--- src/rtl/alarm_clock_multi.sv ---
// 24-hour BCD timekeeping core with NUM_ALARMS alarms, snooze and ring timeout.
// Hours and minutes are held as BCD digits; seconds are held in binary.
module alarm_clock_multi #(
    parameter int CLK_HZ         = 100_000_000,
    parameter int NUM_ALARMS     = 4,
    parameter int SNOOZE_MIN     = 5,
    parameter int RING_TIMEOUT_S = 60,
    localparam int AW = (NUM_ALARMS > 1) ? $clog2(NUM_ALARMS) : 1
) (
    input  logic                  clk,
    input  logic                  reset,
    input  logic [1:0]            hour_in1,
    input  logic [3:0]            hour_in0,
    input  logic [2:0]            minute_in1,
    input  logic [3:0]            minute_in0,
    input  logic                  load_time,
    input  logic                  load_alarm,
    input  logic [AW-1:0]         alarm_sel,
    input  logic [NUM_ALARMS-1:0] alarm_en,
    input  logic                  stop_alarm,
    input  logic                  snooze,
    output logic [1:0]            hour_out1,
    output logic [3:0]            hour_out0,
    output logic [2:0]            minute_out1,
    output logic [3:0]            minute_out0,
    output logic [5:0]            seconds,
    output logic                  tick_1hz,
    output logic                  ringing,
    output logic [AW-1:0]         ring_src,
    output logic                  sound,
    output logic                  load_err
);

    localparam int PW = (CLK_HZ > 1) ? $clog2(CLK_HZ) : 1;
    localparam logic [PW-1:0] PRESC_MAX  = PW'(CLK_HZ - 1);
    localparam logic [PW-1:0] PRESC_HALF = PW'(CLK_HZ / 2);
    localparam logic [11:0]   SNZ_LOAD   = 12'(SNOOZE_MIN * 60);
    localparam logic [7:0]    RING_LIM   = 8'(RING_TIMEOUT_S);

    localparam logic [1:0] ST_IDLE   = 2'd0;
    localparam logic [1:0] ST_RING   = 2'd1;
    localparam logic [1:0] ST_SNOOZE = 2'd2;

    function automatic logic time_valid(input logic [1:0] h1, input logic [3:0] h0,
                                        input logic [2:0] m1, input logic [3:0] m0);
        return (h0 <= 4'd9) && (m1 <= 3'd5) && (m0 <= 4'd9) &&
               ((h1 < 2'd2) || ((h1 == 2'd2) && (h0 <= 4'd3)));
    endfunction

    logic [PW-1:0]  presc_q, presc_d;
    logic [5:0]     sec_q, sec_d;
    logic [1:0]     h1_q, h1_d;
    logic [3:0]     h0_q, h0_d;
    logic [2:0]     m1_q, m1_d;
    logic [3:0]     m0_q, m0_d;
    logic [12:0]    alarm_q [NUM_ALARMS];
    logic [12:0]    alarm_d [NUM_ALARMS];
    logic [1:0]     state_q, state_d;
    logic [AW-1:0]  ring_src_q, ring_src_d;
    logic [7:0]     ring_cnt_q, ring_cnt_d;
    logic [11:0]    snz_cnt_q, snz_cnt_d;
    logic           lt_prev_q, la_prev_q, st_prev_q, sz_prev_q;
    logic           tick_q, ringing_q, sound_q, load_err_q;
    logic           tick_d, ringing_d, sound_d, load_err_d;

    logic           lt_edge_s, la_edge_s, st_edge_s, sz_edge_s;
    logic           in_ok_s, sel_ok_s, do_lt_s, do_la_s, tick_s, minute_roll_s;
    logic           match_s, en_src_s;
    logic [AW-1:0]  match_idx_s;
    logic [12:0]    in_hhmm_s, new_hhmm_s;

    // Edge detection, load validation and the prescaler/time-of-day counters
    always_comb begin
        lt_edge_s  = load_time  & ~lt_prev_q;
        la_edge_s  = load_alarm & ~la_prev_q;
        st_edge_s  = stop_alarm & ~st_prev_q;
        sz_edge_s  = snooze     & ~sz_prev_q;
        in_hhmm_s  = {hour_in1, hour_in0, minute_in1, minute_in0};
        in_ok_s    = time_valid(hour_in1, hour_in0, minute_in1, minute_in0);
        sel_ok_s   = (int'(alarm_sel) < NUM_ALARMS);
        do_lt_s    = lt_edge_s & in_ok_s;
        do_la_s    = la_edge_s & in_ok_s & sel_ok_s;
        load_err_d = (lt_edge_s & ~in_ok_s) | (la_edge_s & ~(in_ok_s & sel_ok_s));
        // A time load swallows a coincident tick so the new time starts clean
        tick_s        = (presc_q == PRESC_MAX) & ~do_lt_s;
        minute_roll_s = tick_s & (sec_q == 6'd59);
        tick_d        = tick_s;

        presc_d = (presc_q == PRESC_MAX) ? '0 : presc_q + 1'b1;
        sec_d = sec_q;
        h1_d  = h1_q;
        h0_d  = h0_q;
        m1_d  = m1_q;
        m0_d  = m0_q;
        if (do_lt_s) begin
            {h1_d, h0_d, m1_d, m0_d} = in_hhmm_s;
            sec_d   = 6'd0;
            presc_d = '0;
        end else if (tick_s) begin
            if (sec_q == 6'd59) begin
                sec_d = 6'd0;
                if (m0_q == 4'd9) begin
                    m0_d = 4'd0;
                    if (m1_q == 3'd5) begin
                        m1_d = 3'd0;
                        if ((h1_q == 2'd2) && (h0_q == 4'd3)) begin
                            h1_d = 2'd0;
                            h0_d = 4'd0;
                        end else if (h0_q == 4'd9) begin
                            h0_d = 4'd0;
                            h1_d = h1_q + 2'd1;
                        end else begin
                            h0_d = h0_q + 4'd1;
                        end
                    end else begin
                        m1_d = m1_q + 3'd1;
                    end
                end else begin
                    m0_d = m0_q + 4'd1;
                end
            end else begin
                sec_d = sec_q + 6'd1;
            end
        end else begin
            sec_d = sec_q;
        end
        new_hhmm_s = {h1_d, h0_d, m1_d, m0_d};
    end

    // Alarm register writes and lowest-index match search
    always_comb begin
        match_s     = 1'b0;
        match_idx_s = '0;
        en_src_s    = 1'b0;
        for (int i = 0; i < NUM_ALARMS; i++) begin
            if (do_la_s && (alarm_sel == AW'(i))) begin
                alarm_d[i] = in_hhmm_s;
            end else begin
                alarm_d[i] = alarm_q[i];
            end
            if (ring_src_q == AW'(i)) begin
                en_src_s = alarm_en[i];
            end else begin
                en_src_s = en_src_s;
            end
        end
        for (int i = NUM_ALARMS - 1; i >= 0; i--) begin
            if (minute_roll_s && alarm_en[i] && (alarm_q[i] == new_hhmm_s)) begin
                match_s     = 1'b1;
                match_idx_s = AW'(i);
            end else begin
                match_s     = match_s;
            end
        end
    end

    // Ring/snooze state machine; stop beats snooze, disabling the source alarm aborts
    always_comb begin
        state_d    = state_q;
        ring_src_d = ring_src_q;
        ring_cnt_d = ring_cnt_q;
        snz_cnt_d  = snz_cnt_q;
        case (state_q)
            ST_IDLE: begin
                if (match_s) begin
                    state_d    = ST_RING;
                    ring_src_d = match_idx_s;
                    ring_cnt_d = 8'd0;
                end else begin
                    state_d = ST_IDLE;
                end
            end
            ST_RING: begin
                if (st_edge_s || !en_src_s) begin
                    state_d = ST_IDLE;
                end else if (sz_edge_s) begin
                    state_d   = ST_SNOOZE;
                    snz_cnt_d = SNZ_LOAD;
                end else if (tick_s) begin
                    ring_cnt_d = ring_cnt_q + 8'd1;
                    if (ring_cnt_d >= RING_LIM) begin
                        state_d = ST_IDLE;
                    end else begin
                        state_d = ST_RING;
                    end
                end else begin
                    state_d = ST_RING;
                end
            end
            ST_SNOOZE: begin
                if (st_edge_s || !en_src_s) begin
                    state_d = ST_IDLE;
                end else if (tick_s) begin
                    snz_cnt_d = snz_cnt_q - 12'd1;
                    if (snz_cnt_q <= 12'd1) begin
                        state_d    = ST_RING;
                        ring_cnt_d = 8'd0;
                    end else begin
                        state_d = ST_SNOOZE;
                    end
                end else begin
                    state_d = ST_SNOOZE;
                end
            end
            default: begin
                state_d = ST_IDLE;
            end
        endcase
        ringing_d = (state_d == ST_RING);
        sound_d   = ringing_d & (presc_d < PRESC_HALF);
    end

    // State registers
    always_ff @(posedge clk or posedge reset) begin
        if (reset) begin
            presc_q    <= '0;
            sec_q      <= 6'd0;
            h1_q       <= 2'd0;
            h0_q       <= 4'd0;
            m1_q       <= 3'd0;
            m0_q       <= 4'd0;
            for (int i = 0; i < NUM_ALARMS; i++) begin
                alarm_q[i] <= 13'd0;
            end
            state_q    <= ST_IDLE;
            ring_src_q <= '0;
            ring_cnt_q <= 8'd0;
            snz_cnt_q  <= 12'd0;
            lt_prev_q  <= 1'b0;
            la_prev_q  <= 1'b0;
            st_prev_q  <= 1'b0;
            sz_prev_q  <= 1'b0;
            tick_q     <= 1'b0;
            ringing_q  <= 1'b0;
            sound_q    <= 1'b0;
            load_err_q <= 1'b0;
        end else begin
            presc_q    <= presc_d;
            sec_q      <= sec_d;
            h1_q       <= h1_d;
            h0_q       <= h0_d;
            m1_q       <= m1_d;
            m0_q       <= m0_d;
            for (int i = 0; i < NUM_ALARMS; i++) begin
                alarm_q[i] <= alarm_d[i];
            end
            state_q    <= state_d;
            ring_src_q <= ring_src_d;
            ring_cnt_q <= ring_cnt_d;
            snz_cnt_q  <= snz_cnt_d;
            lt_prev_q  <= load_time;
            la_prev_q  <= load_alarm;
            st_prev_q  <= stop_alarm;
            sz_prev_q  <= snooze;
            tick_q     <= tick_d;
            ringing_q  <= ringing_d;
            sound_q    <= sound_d;
            load_err_q <= load_err_d;
        end
    end

    assign hour_out1   = h1_q;
    assign hour_out0   = h0_q;
    assign minute_out1 = m1_q;
    assign minute_out0 = m0_q;
    assign seconds     = sec_q;
    assign tick_1hz    = tick_q;
    assign ringing     = ringing_q;
    assign ring_src    = ring_src_q;
    assign sound       = sound_q;
    assign load_err    = load_err_q;

endmodule

--- config.mk ---
export PLATFORM = sky130hd
export DESIGN_NAME = alarm_clock_multi
export DESIGN_NICKNAME = d
export VERILOG_FILES = /design/src/rtl/alarm_clock_multi.sv
export SDC_FILE = /design/constraint.sdc
export NUM_CORES = 1
export LEC_CHECK = 0
export CAP_MARGIN = 30
export CORE_ASPECT_RATIO = 0.8
export CORE_MARGIN = 2
export CORE_UTILIZATION = 53
export DETAILED_ROUTE_END_ITERATION = 10
export HOLD_SLACK_MARGIN = 0.02
export PLACE_DENSITY = 0.76
export SETUP_SLACK_MARGIN = 0.15
export SLEW_MARGIN = 15
export SYNTH_ARGS = -nofsm -noshare
export SYNTH_HDL_FRONTEND = slang
export SYNTH_SLANG_ARGS = --single-unit
--- constraint.sdc ---
create_clock -name clk -period 4.25 [get_ports clk]
set_input_delay 0.85 -clock clk [delete_from_list [all_inputs] [get_ports clk]]
set_output_delay 0.85 -clock clk [all_outputs]
set_load 0.02 [all_outputs]
== Word-level counts from Yosys, hierarchy flattened ==
Index checks and enable logic that the tools add are counted.

* Register bits after elaboration: 130
* Input port bits: 25
* Output and inout port bits: 25

* $add $sub $neg: 8
* $lt $le $gt $ge: 8
* Eq/ne operators: 29
* Multiplexer cells: 62
* Bitwise gates (word level): 18
* Reduce and logical (&&, ||, !) cells: 29

{| class="wikitable"
|+ Operators with widths
! cell !! count
|-
| 8-bit two-way mux || 7
|-
| 27-bit two-way mux || 2
|-
| 13-bit equality test || 4
|-
| 12-bit two-way mux || 4
|-
| 4-bit two-way mux || 11
|-
| 2-bit two-way mux || 17
|-
| 27-bit by 1-bit adder with 27-bit output (second input constant) || 1
|-
| 27-bit equality test (second input constant) || 1
|-
| 27-bit by 26-bit < comparator with 1-bit output (second input constant) || 1
|-
| 12-bit one-hot mux with 2 select lines || 1
|-
| 8-bit one-hot mux with 3 select lines || 1
|-
| 6-bit two-way mux || 3
|-
| 1-bit logical AND || 17
|-
| 2-bit != test (second input constant) || 8
|-
| 3-bit two-way mux || 5
|-
| 2-bit equality test (second input constant) || 7
|-
| 12-bit by 1-bit <= comparator with 1-bit output (second input constant) || 1
|-
| 12-bit by 1-bit subtractor with 12-bit output (second input constant) || 1
|-
| 1-bit AND || 11
|-
| 1-bit two-way mux || 10
|-
| 4-bit by 1-bit adder with 4-bit output (second input constant) || 2
|-
| 8-bit by 1-bit adder with 8-bit output (second input constant) || 1
|-
| 2-bit by 1-bit equality test with 1-bit output (second input constant) || 4
|-
| 4-bit equality test (second input constant) || 2
|-
| other kinds (22) || 32
|}

== Logic depth before layout (Yosys ltp) ==
Gate-level depths: netlist of the first run.

* Depth in word-level cells: 19
* Mapped depth: 13
* Mapped depth without buffers: 12

== Worst setup path after synthesis of the first run ==
Ideal clock, no wire load.

* Kind: in2reg
* Start point: input hour_in0[1]
* End point: register sound_q (netlist: sound)
* Setup time: 0.065 ns
* Arrival: 3.482 ns
* Required time: 4.185 ns
* Path slack: 0.703 ns
* Cell stages on the path: 11
* Path buffers: 2
* Path through: clkbuf_1 > o21ai_0 > and4_1 > a211oi_1 > clkbuf_1 > o2111ai_1 > a2111oi_4 > o211ai_2 > o31a_4 > a21oi_4 > o211a_1

* Word-level cells in the longest chain between the ends: 19
* Elaborated cells between the ends (all ways): 46
* Classes of those cells: 3 x order compare; 5 x eq/ne; 20 x mux; 5 x bitwise; 13 x reduce/logical

{| class="wikitable"
|+ Ends and longest elaborated chain
! element !! line !! source
|-
| start: declaration || 13 || <nowiki>input logic [3:0] hour_in0,</nowiki>
|-
| 4-bit <= comparator / 4-bit by 2-bit <= comparator with 1-bit output (equally long branches) || 46, 47 ||
|-
| 1-bit logical AND, on equally long branches || 46, 47 ||
|-
| 1-bit logical AND / 1-bit logical OR (equally long branches) || 46, 47 ||
|-
| 1-bit logical AND || 46 || <nowiki>return (h0 <= 4'd9) && (m1 <= 3'd5) && (m0 <= 4'd9) &&</nowiki>
|-
| 1-bit AND || 81 || <nowiki>do_lt_s = lt_edge_s & in_ok_s;</nowiki>
|-
| 1-bit NOT || 85 || <nowiki>tick_s = (presc_q == PRESC_MAX) & ~do_lt_s;</nowiki>
|-
| 1-bit AND || 85 ||
|-
| 4-bit two-way mux (tied with other cells) || 99 || <nowiki>end else if (tick_s) begin</nowiki>
|-
| 4-bit two-way mux (tied with other cells) || 95 || <nowiki>if (do_lt_s) begin</nowiki>
|-
| 13-bit equality test || 148 || <nowiki>if (minute_roll_s && alarm_en[i] && (alarm_q[i] == new_hhmm_s)) begin</nowiki>
|-
| 1-bit logical AND || 148 ||
|-
| 1-bit two-way mux (4 in a row) || 148 ||
|-
| 1-bit two-way mux || 165 || <nowiki>if (match_s) begin</nowiki>
|-
| 2-bit one-hot mux with 3 select lines || 163 || <nowiki>case (state_q)</nowiki>
|-
| 2-bit by 1-bit equality test with 1-bit output || 209 || <nowiki>ringing_d = (state_d == ST_RING);</nowiki>
|-
| 1-bit AND * || 210 || <nowiki>sound_d = ringing_d & (presc_d < PRESC_HALF);</nowiki>
|-
| via sound_d || 64 || <nowiki>logic tick_d, ringing_d, sound_d, load_err_d;</nowiki>
|-
| end signal: assignment || 257 || <nowiki>sound_q <= sound_d;</nowiki>
|-
| end: declaration || 63 || <nowiki>logic tick_q, ringing_q, sound_q, load_err_q;</nowiki>
|}

The timed path passes the listed nets; every way through them passes the cells marked *.
A chain may end at the register's enable or synchronous reset.

== Worst setup path after layout of the first run ==
* Start point: input hour_in0[2]
* End point: register sound_q (netlist: sound)

The elaborated chain is that of the path after synthesis.

==> results.sh, run 1 <==
export IMPL_status="complete, no violations"
export IMPL_cp_cell_sequence="clkdlybuf4s50_1 > o31ai_1 > nand4_1 > o211ai_1 > buf_4 > nor2_1 > mux2i_1 > nand4_1 > a2111oi_1 > buf_4 > a2bb2oi_2 > a21oi_4 > o211a_1"
export IMPL_root_buffer="clkbuf_16"
export IMPL_drt_iter0_drc=909
export IMPL_htree_levels=4
export IMPL_crit_fanout=8
export IMPL_synth_top_area_frac=0.391
export IMPL_power_mw=4.30
export IMPL_finalNetCount=1075
export IMPL_synth_area_sq_um=8310
export IMPL_fin_crit_ns=3.94
export IMPL_synthTopCellsByArea="dfrtp_1, mux2_2, nand2_1"
export IMPL_antenna_found_initial=0
export IMPL_async_flop_share=1.00
export IMPL_clk_pin_slew_ns=0.06
export IMPL_initial_core_util=0.548
export IMPL_dr_pass1_iters=5
export IMPL_worstPathRequired_ns=4.62
export IMPL_synth_adder_area_share=0.0135
export IMPL_gp_congestion=1.03
export IMPL_hold_violations=0
export IMPL_synth_compound_gate_area_share=0.162
export IMPL_cts_sinks=130
export IMPL_synth_nets=962
export IMPL_setup_ws_ns=0.309
export IMPL_critPathArrivalTime_ns=4.31
export IMPL_synth_cell_types=78
export IMPL_slowest_delay_ns=0.50
export IMPL_area_growth_syn_to_layout_pct=21.9
export IMPL_synth_area_per_cell_sq_um=8.96
export IMPL_ys_seq_elements=130
export IMPL_clock_skew_final_ns=0.00990
export IMPL_crit_family="compound AO/OA/AOI/OAI gates"
export IMPL_fp_row_count=40
export IMPL_hold_buffers=0
export IMPL_cts_made_buffers=17
export IMPL_start_kind="input pin"
export IMPL_vias=8193
export IMPL_yosysWarnings=0
export IMPL_path_buf_inv=3
export IMPL_clockBufferDepth=2
export IMPL_slew_headroom=0.496
export IMPL_worstMarginPinSlew_ns=0.757
export IMPL_pre_cts_slack_ns=-0.365
export IMPL_drive_gt1_frac=0.172
export IMPL_slowest_stage="clkdlybuf4s50_1"
export IMPL_grt_total_usage=0.348
export IMPL_io_pins=50
export IMPL_whs_ns=0.490
export IMPL_synth_ff_type="dfrtp_1"
export IMPL_clk_latency_ns=0.43
export IMPL_synthXorXnorAreaFrac=0.0622
export IMPL_synth_top_family_by_area="simple AND/OR/NAND/NOR gates"
export IMPL_crit_type="input pin to flop"
export IMPL_yosys_area_share_simple=0.269
export IMPL_core_area_sq_um=15200
export IMPL_irDropWorstVdd_v=0.000334
export IMPL_dp_hpwl_microns=20600
export IMPL_fin_crit_sh=0.927
export IMPL_grt_setup_unrepaired="false"
export IMPL_hp_class="flop to flop"
export IMPL_post_route_drc_count=0
export IMPL_utilization=0.668
export IMPL_wl_per_cell_microns=21.9
export IMPL_cts_tree="yes"
export IMPL_io_buffer_count=49
export IMPL_layout_commonest_cell="dfrtp_1"
export IMPL_die_h_microns=116
export IMPL_grt_pass1_wl_microns=43700
export IMPL_final_max_slew_violation_count=0
export IMPL_gr_total_overflow=0
export IMPL_p_leak_nw=4.30
export IMPL_synth_edf_count=0
export IMPL_routed_wl_microns=27600
export IMPL_dieArea_sq_um=16700
export IMPL_grt_max_degree=131
export IMPL_drt_vias_per_instance=6.49
export IMPL_ant_nets=0
export IMPL_placed_cells=1231
export IMPL_power_density_nw_per_um2=424
export IMPL_rrSetupSlack_ns=0.34
export IMPL_end_kind="flop"
export IMPL_synth_seq_area_share=0.391
export IMPL_fin_cells=1263
export IMPL_postSynthCellCount=928
export IMPL_synth_area_mux_share=0.0719
export IMPL_seq_area_sq_um=3250
export IMPL_n_antenna_cell=0
export IMPL_yosysTopAreaCell="dfrtp_1"
export IMPL_layout_common_cells="dfrtp_1, nand2_1, nor2_1"
export IMPL_multi_input_area_sq_um=4830
export IMPL_setup_viol=0
export IMPL_die_width_microns=144
export IMPL_maxCapViolCount=0
export IMPL_fmax_ghz=0.254
export IMPL_grt_pass1_vias=7634
export IMPL_num_fill_cells=1240
[through the flow]
step	setup TNS (ns)	instance area, sq um
global placement	-3.06	9540
global route	0	10100
detailed placement	-3.54	9540
CTS	0	10100
finish	0	10100
floorplan	0	8320
[worst register-to-register path: stages (launching register included)]
cell and delay [ns]:
dfrtp_1 0.45, or4b_4 0.57, or4_4 0.67, nor2_1 0.36
a211o_1 0.23, and3_1 0.16, nand4_1 0.13, a2111oi_1 0.54
buf_4 0.20, a2bb2oi_2 0.13, a21oi_4 0.22, o211a_1 0.18
[repair_timing]
action / in CTS / in global routing
gates resized for setup: 1 / 1
buffers inserted: 1 / 0
pin swaps: 1 / 1
setup endpoints to repair: 13 / 5
[registers in the layout, indices dropped and copies added (netlist names), 2 cells and up]
register     count
state_q          2
hour_out1        2
ring_cnt_q       8
seconds          6
presc_q         27
minute_out1      3
minute_out0      4
hour_out0        4
snz_cnt_q       12
ring_src         2
alarm_q         52
[layout make-up]
| type | instances | area share |
|---|---|---|
| clock buffer | 19 | 0.0437 |
| clock inverter | 12 | 0.0133 |
| inverter | 23 | 0.00889 |
| multi-input combinational | 738 | 0.477 |
| sequential | 130 | 0.321 |
| tap | 210 | 0.0259 |
| timing repair buffer | 131 | 0.110 |
[report_power, final]
part / leakage (nW) / switching [mW] / internal (mW) / total, mW
logic: 2.34 / 0.663 / 0.526 / 1.19
clock network: 0.271 / 0.578 / 0.876 / 1.45
registers: 1.69 / 0.246 / 1.41 / 1.66
[routing by layer]
layer | vias up | wire (microns) | part of all wire | global-route usage
met5 | - | 0 | 0 | 0
met4 | 0 | 995 | 0.036 | 0.125
met3 | 84 | 3080 | 0.11 | 0.0897
met2 | 520 | 11700 | 0.42 | 0.515
met1 | 3904 | 11800 | 0.43 | 0.497
li1 | 3685 | - | - | -
[cells by family (layout without fill, tap and decap cells)]
kind of cell / after synthesis / after routing
AND/OR/NAND/NOR: 417 / 417
AO/OA/AOI/OAI: 200 / 200
flip-flops: 130 / 130
buffers and inverters: 60 / 185
XOR/XNOR: 59 / 59
multiplexers: 53 / 53
adder cells (fa/ha/maj): 9 / 9
[cell usage after synthesis (5+ instances only)]
| cell | n |
|---|---|
| dfrtp_1 | 130 |
| nand2_1 | 91 |
| nor2_1 | 89 |
| o21ai_0 | 48 |
| a21oi_1 | 46 |
| mux2_2 | 44 |
| nand3_1 | 38 |
| nor3_1 | 33 |
| xnor2_1 | 32 |
| clkbuf_1 | 30 |
| nand4_1 | 28 |
| xor2_1 | 27 |
| inv_1 | 23 |
| a31oi_1 | 18 |
| nor4_1 | 18 |
| and4_1 | 14 |
| and3_1 | 12 |
| nand2b_1 | 12 |
| nor2b_1 | 12 |
| and2_1 | 11 |
| or3_1 | 10 |
| or4_1 | 10 |
| ha_1 | 9 |
| a211oi_1 | 8 |
| mux2i_1 | 8 |
| o31ai_1 | 8 |
| a221oi_1 | 7 |
| nor4b_1 | 6 |
| o211ai_1 | 6 |
| o22ai_1 | 6 |
| nand3b_1 | 5 |
| nor3b_1 | 5 |
| o2111ai_1 | 5 |
| or2_2 | 5 |
[worst paths after layout]
check                            start           end  cells after the start
setup / recovery           hour_in0[2]         sound                     13
hold / removal              presc_q[0]    presc_q[0]                      1
setup reg to reg           presc_q[11]         sound                     11
hold reg to reg             presc_q[0]    presc_q[0]                      1
max in group asynchronous        reset  snz_cnt_q[0]                      3
min in group asynchronous        reset   presc_q[22]                      3
No activity file was read; power rests on OpenSTA's default activity.
==> inputs of run 2 (changes only) <==
--- a/config.mk
+++ b/config.mk
@@ -8,12 +8,11 @@
 export CAP_MARGIN = 30
 export CORE_ASPECT_RATIO = 0.8
 export CORE_MARGIN = 2
-export CORE_UTILIZATION = 53
+export CORE_UTILIZATION = 40
 export DETAILED_ROUTE_END_ITERATION = 10
 export HOLD_SLACK_MARGIN = 0.02
-export PLACE_DENSITY = 0.76
+export PLACE_DENSITY = 0.61
 export SETUP_SLACK_MARGIN = 0.15
-export SLEW_MARGIN = 15
 export SYNTH_ARGS = -nofsm -noshare
 export SYNTH_HDL_FRONTEND = slang
 export SYNTH_SLANG_ARGS = --single-unit
==> results.sh, run 2 (same netlist as run 1, synthesis figures left out) <==
export IMPL_gp_congestion=1.02
export IMPL_timing_rr_end="ringing"
export IMPL_cts_made_buffers=17
export IMPL_io_buffer_count=49
export IMPL_hp_class="flop to flop"
export IMPL_antenna_found_initial=0
export IMPL_fmax_ghz=0.256
export IMPL_crit_path_end="ring_cnt_q[3]"
export IMPL_ant_nets=0
export IMPL_clock_skew_final_ns=0.00882
export IMPL_final_max_slew_violation_count=0
export IMPL_hold_buffers=0
export IMPL_drive_gt1_frac=0.170
export IMPL_grt_max_degree=131
export IMPL_cts_tree="yes"
export IMPL_clockBufferDepth=2
export IMPL_die_h_microns=133
export IMPL_r2r_start="presc_q[10]"
export IMPL_rrSetupSlack_ns=0.35
export IMPL_clk_latency_ns=0.43
export IMPL_core_area_sq_um=20500
export IMPL_worstMarginPinSlew_ns=0.715
export IMPL_cts_sinks=130
export IMPL_vias=7852
export IMPL_die_width_microns=165
export IMPL_setup_tns_ns=0
export IMPL_setup_viol=0
export IMPL_dieArea_sq_um=22000
export IMPL_seq_area_sq_um=3250
export IMPL_initial_core_util=0.405
export IMPL_routed_wl_microns=28300
export IMPL_wl_per_cell_microns=21.5
export IMPL_n_antenna_cell=0
export IMPL_io_pins=50
export IMPL_maxCapViolCount=0
export IMPL_fp_row_count=47
export IMPL_layout_common_cells="dfrtp_1, nand2_1, nor2_1"
export IMPL_regMostFlops="alarm_q"
export IMPL_dp_hpwl_microns=21000
export IMPL_crit_start="minute_in0[1]"
export IMPL_fin_crit_ns=3.91
export IMPL_clk_pin_slew_ns=0.06
export IMPL_hold_violations=0
export IMPL_irDropWorstVdd_v=0.000245
export IMPL_whs_ns=0.484
export IMPL_utilization=0.501
export IMPL_postCtsSetupBuffers=0
export IMPL_status="complete, no violations"
export IMPL_critPathArrivalTime_ns=4.22
export IMPL_num_fill_cells=1937
export IMPL_worstRegToRegCells=11
export IMPL_p_leak_nw=4.32
export IMPL_multi_input_area_sq_um=4850
export IMPL_start_kind="input pin"
export IMPL_post_route_drc_count=0
export IMPL_grt_pass1_vias=7301
export IMPL_dr_pass1_iters=5
export IMPL_root_buffer="clkbuf_16"
export IMPL_largest_register_ffs=52
export IMPL_grt_pass1_wl_microns=43800
export IMPL_end_kind="flop"
export IMPL_crit_type="input pin to flop"
export IMPL_power_density_nw_per_um2=436
export IMPL_grt_total_usage=0.265
export IMPL_drt_iter0_drc=872
export IMPL_slew_headroom=0.523
export IMPL_htree_levels=4
export IMPL_gr_total_overflow=0
export IMPL_layout_commonest_cell="dfrtp_1"
export IMPL_fin_crit_sh=0.920
export IMPL_worstPathRequired_ns=4.56
export IMPL_finalNetCount=1069
export IMPL_top_regs="alarm_q x52, presc_q x27, snz_cnt_q x12"
export IMPL_drt_vias_per_instance=5.97
export IMPL_crit_fanout=17
export IMPL_area_growth_syn_to_layout_pct=23.7
export IMPL_grt_setup_unrepaired="false"
[run 2: worst min path at each step]
stage | start | to | slack, ns | depth (start not counted)
2_1_floorplan | presc_q[0] | presc_q[0] | 0.45 | 1
3_3_place_gp | presc_q[0] | presc_q[0] | 0.47 | 1
3_5_place_dp | presc_q[0] | presc_q[0] | 0.48 | 1
4_1_cts | presc_q[0] | presc_q[0] | 0.49 | 1
5_1_grt | presc_q[0] | presc_q[0] | 0.52 | 1
6_report | presc_q[0] | presc_q[0] | 0.48 | 1
[run 2: stage by stage]
stage	worst slack (ns)	power (mW)	cells	cell area (sq um)
detailed placement	-0.0193	2.81	1285	9610
global placement	0.00749	2.82	1285	9610
floorplan	0.703	2.30	928	8320
global route	0.175	4.68	1316	10300
CTS	0.362	4.49	1316	10300
finish	0.341	4.49	1316	10300
[run 2: worst max-delay path: stages]
cell	delay (ns)
clkdlybuf4s50_1	0.44
o21ai_0	0.47
and4_1	0.40
nand2_1	0.23
buf_12	0.25
and2_1	0.16
a31oi_1	0.19
nand4_1	0.11
a2111oi_1	0.44
buf_4	0.20
a2bb2oi_2	0.12
buf_4	0.18
a21oi_1	0.12
nor2_1	0.06
[run 2: layer usage]
layer	GRT usage	wire length (microns)
met1	0.408	13600
met2	0.363	11900
met3	0.0502	2150
met4	0.0966	691
met5	0	0
[run 2: cell type report]
cell class | instances | share of cell area
clock buffers | 19 | 0.0440
clock inverters | 12 | 0.0200
multi-input cells | 738 | 0.471
well taps | 269 | 0.0327
inverters | 23 | 0.00876
repair buffers | 125 | 0.107
flip-flops and latches | 130 | 0.316
[run 2: where the power goes]
part           total, mW  switching [mW]  internal, mW
Sequential          1.65           0.236          1.41
Combinational       1.18           0.662         0.519
Clock               1.66           0.586          1.07
Total               4.49            1.48          3.00
[run 2: timing repair]
action / 4_1_cts / 5_1_grt
setup endpoints to repair: 0 / 9
gates resized for setup: 0 / 3
hold endpoints to repair: 0 / 0
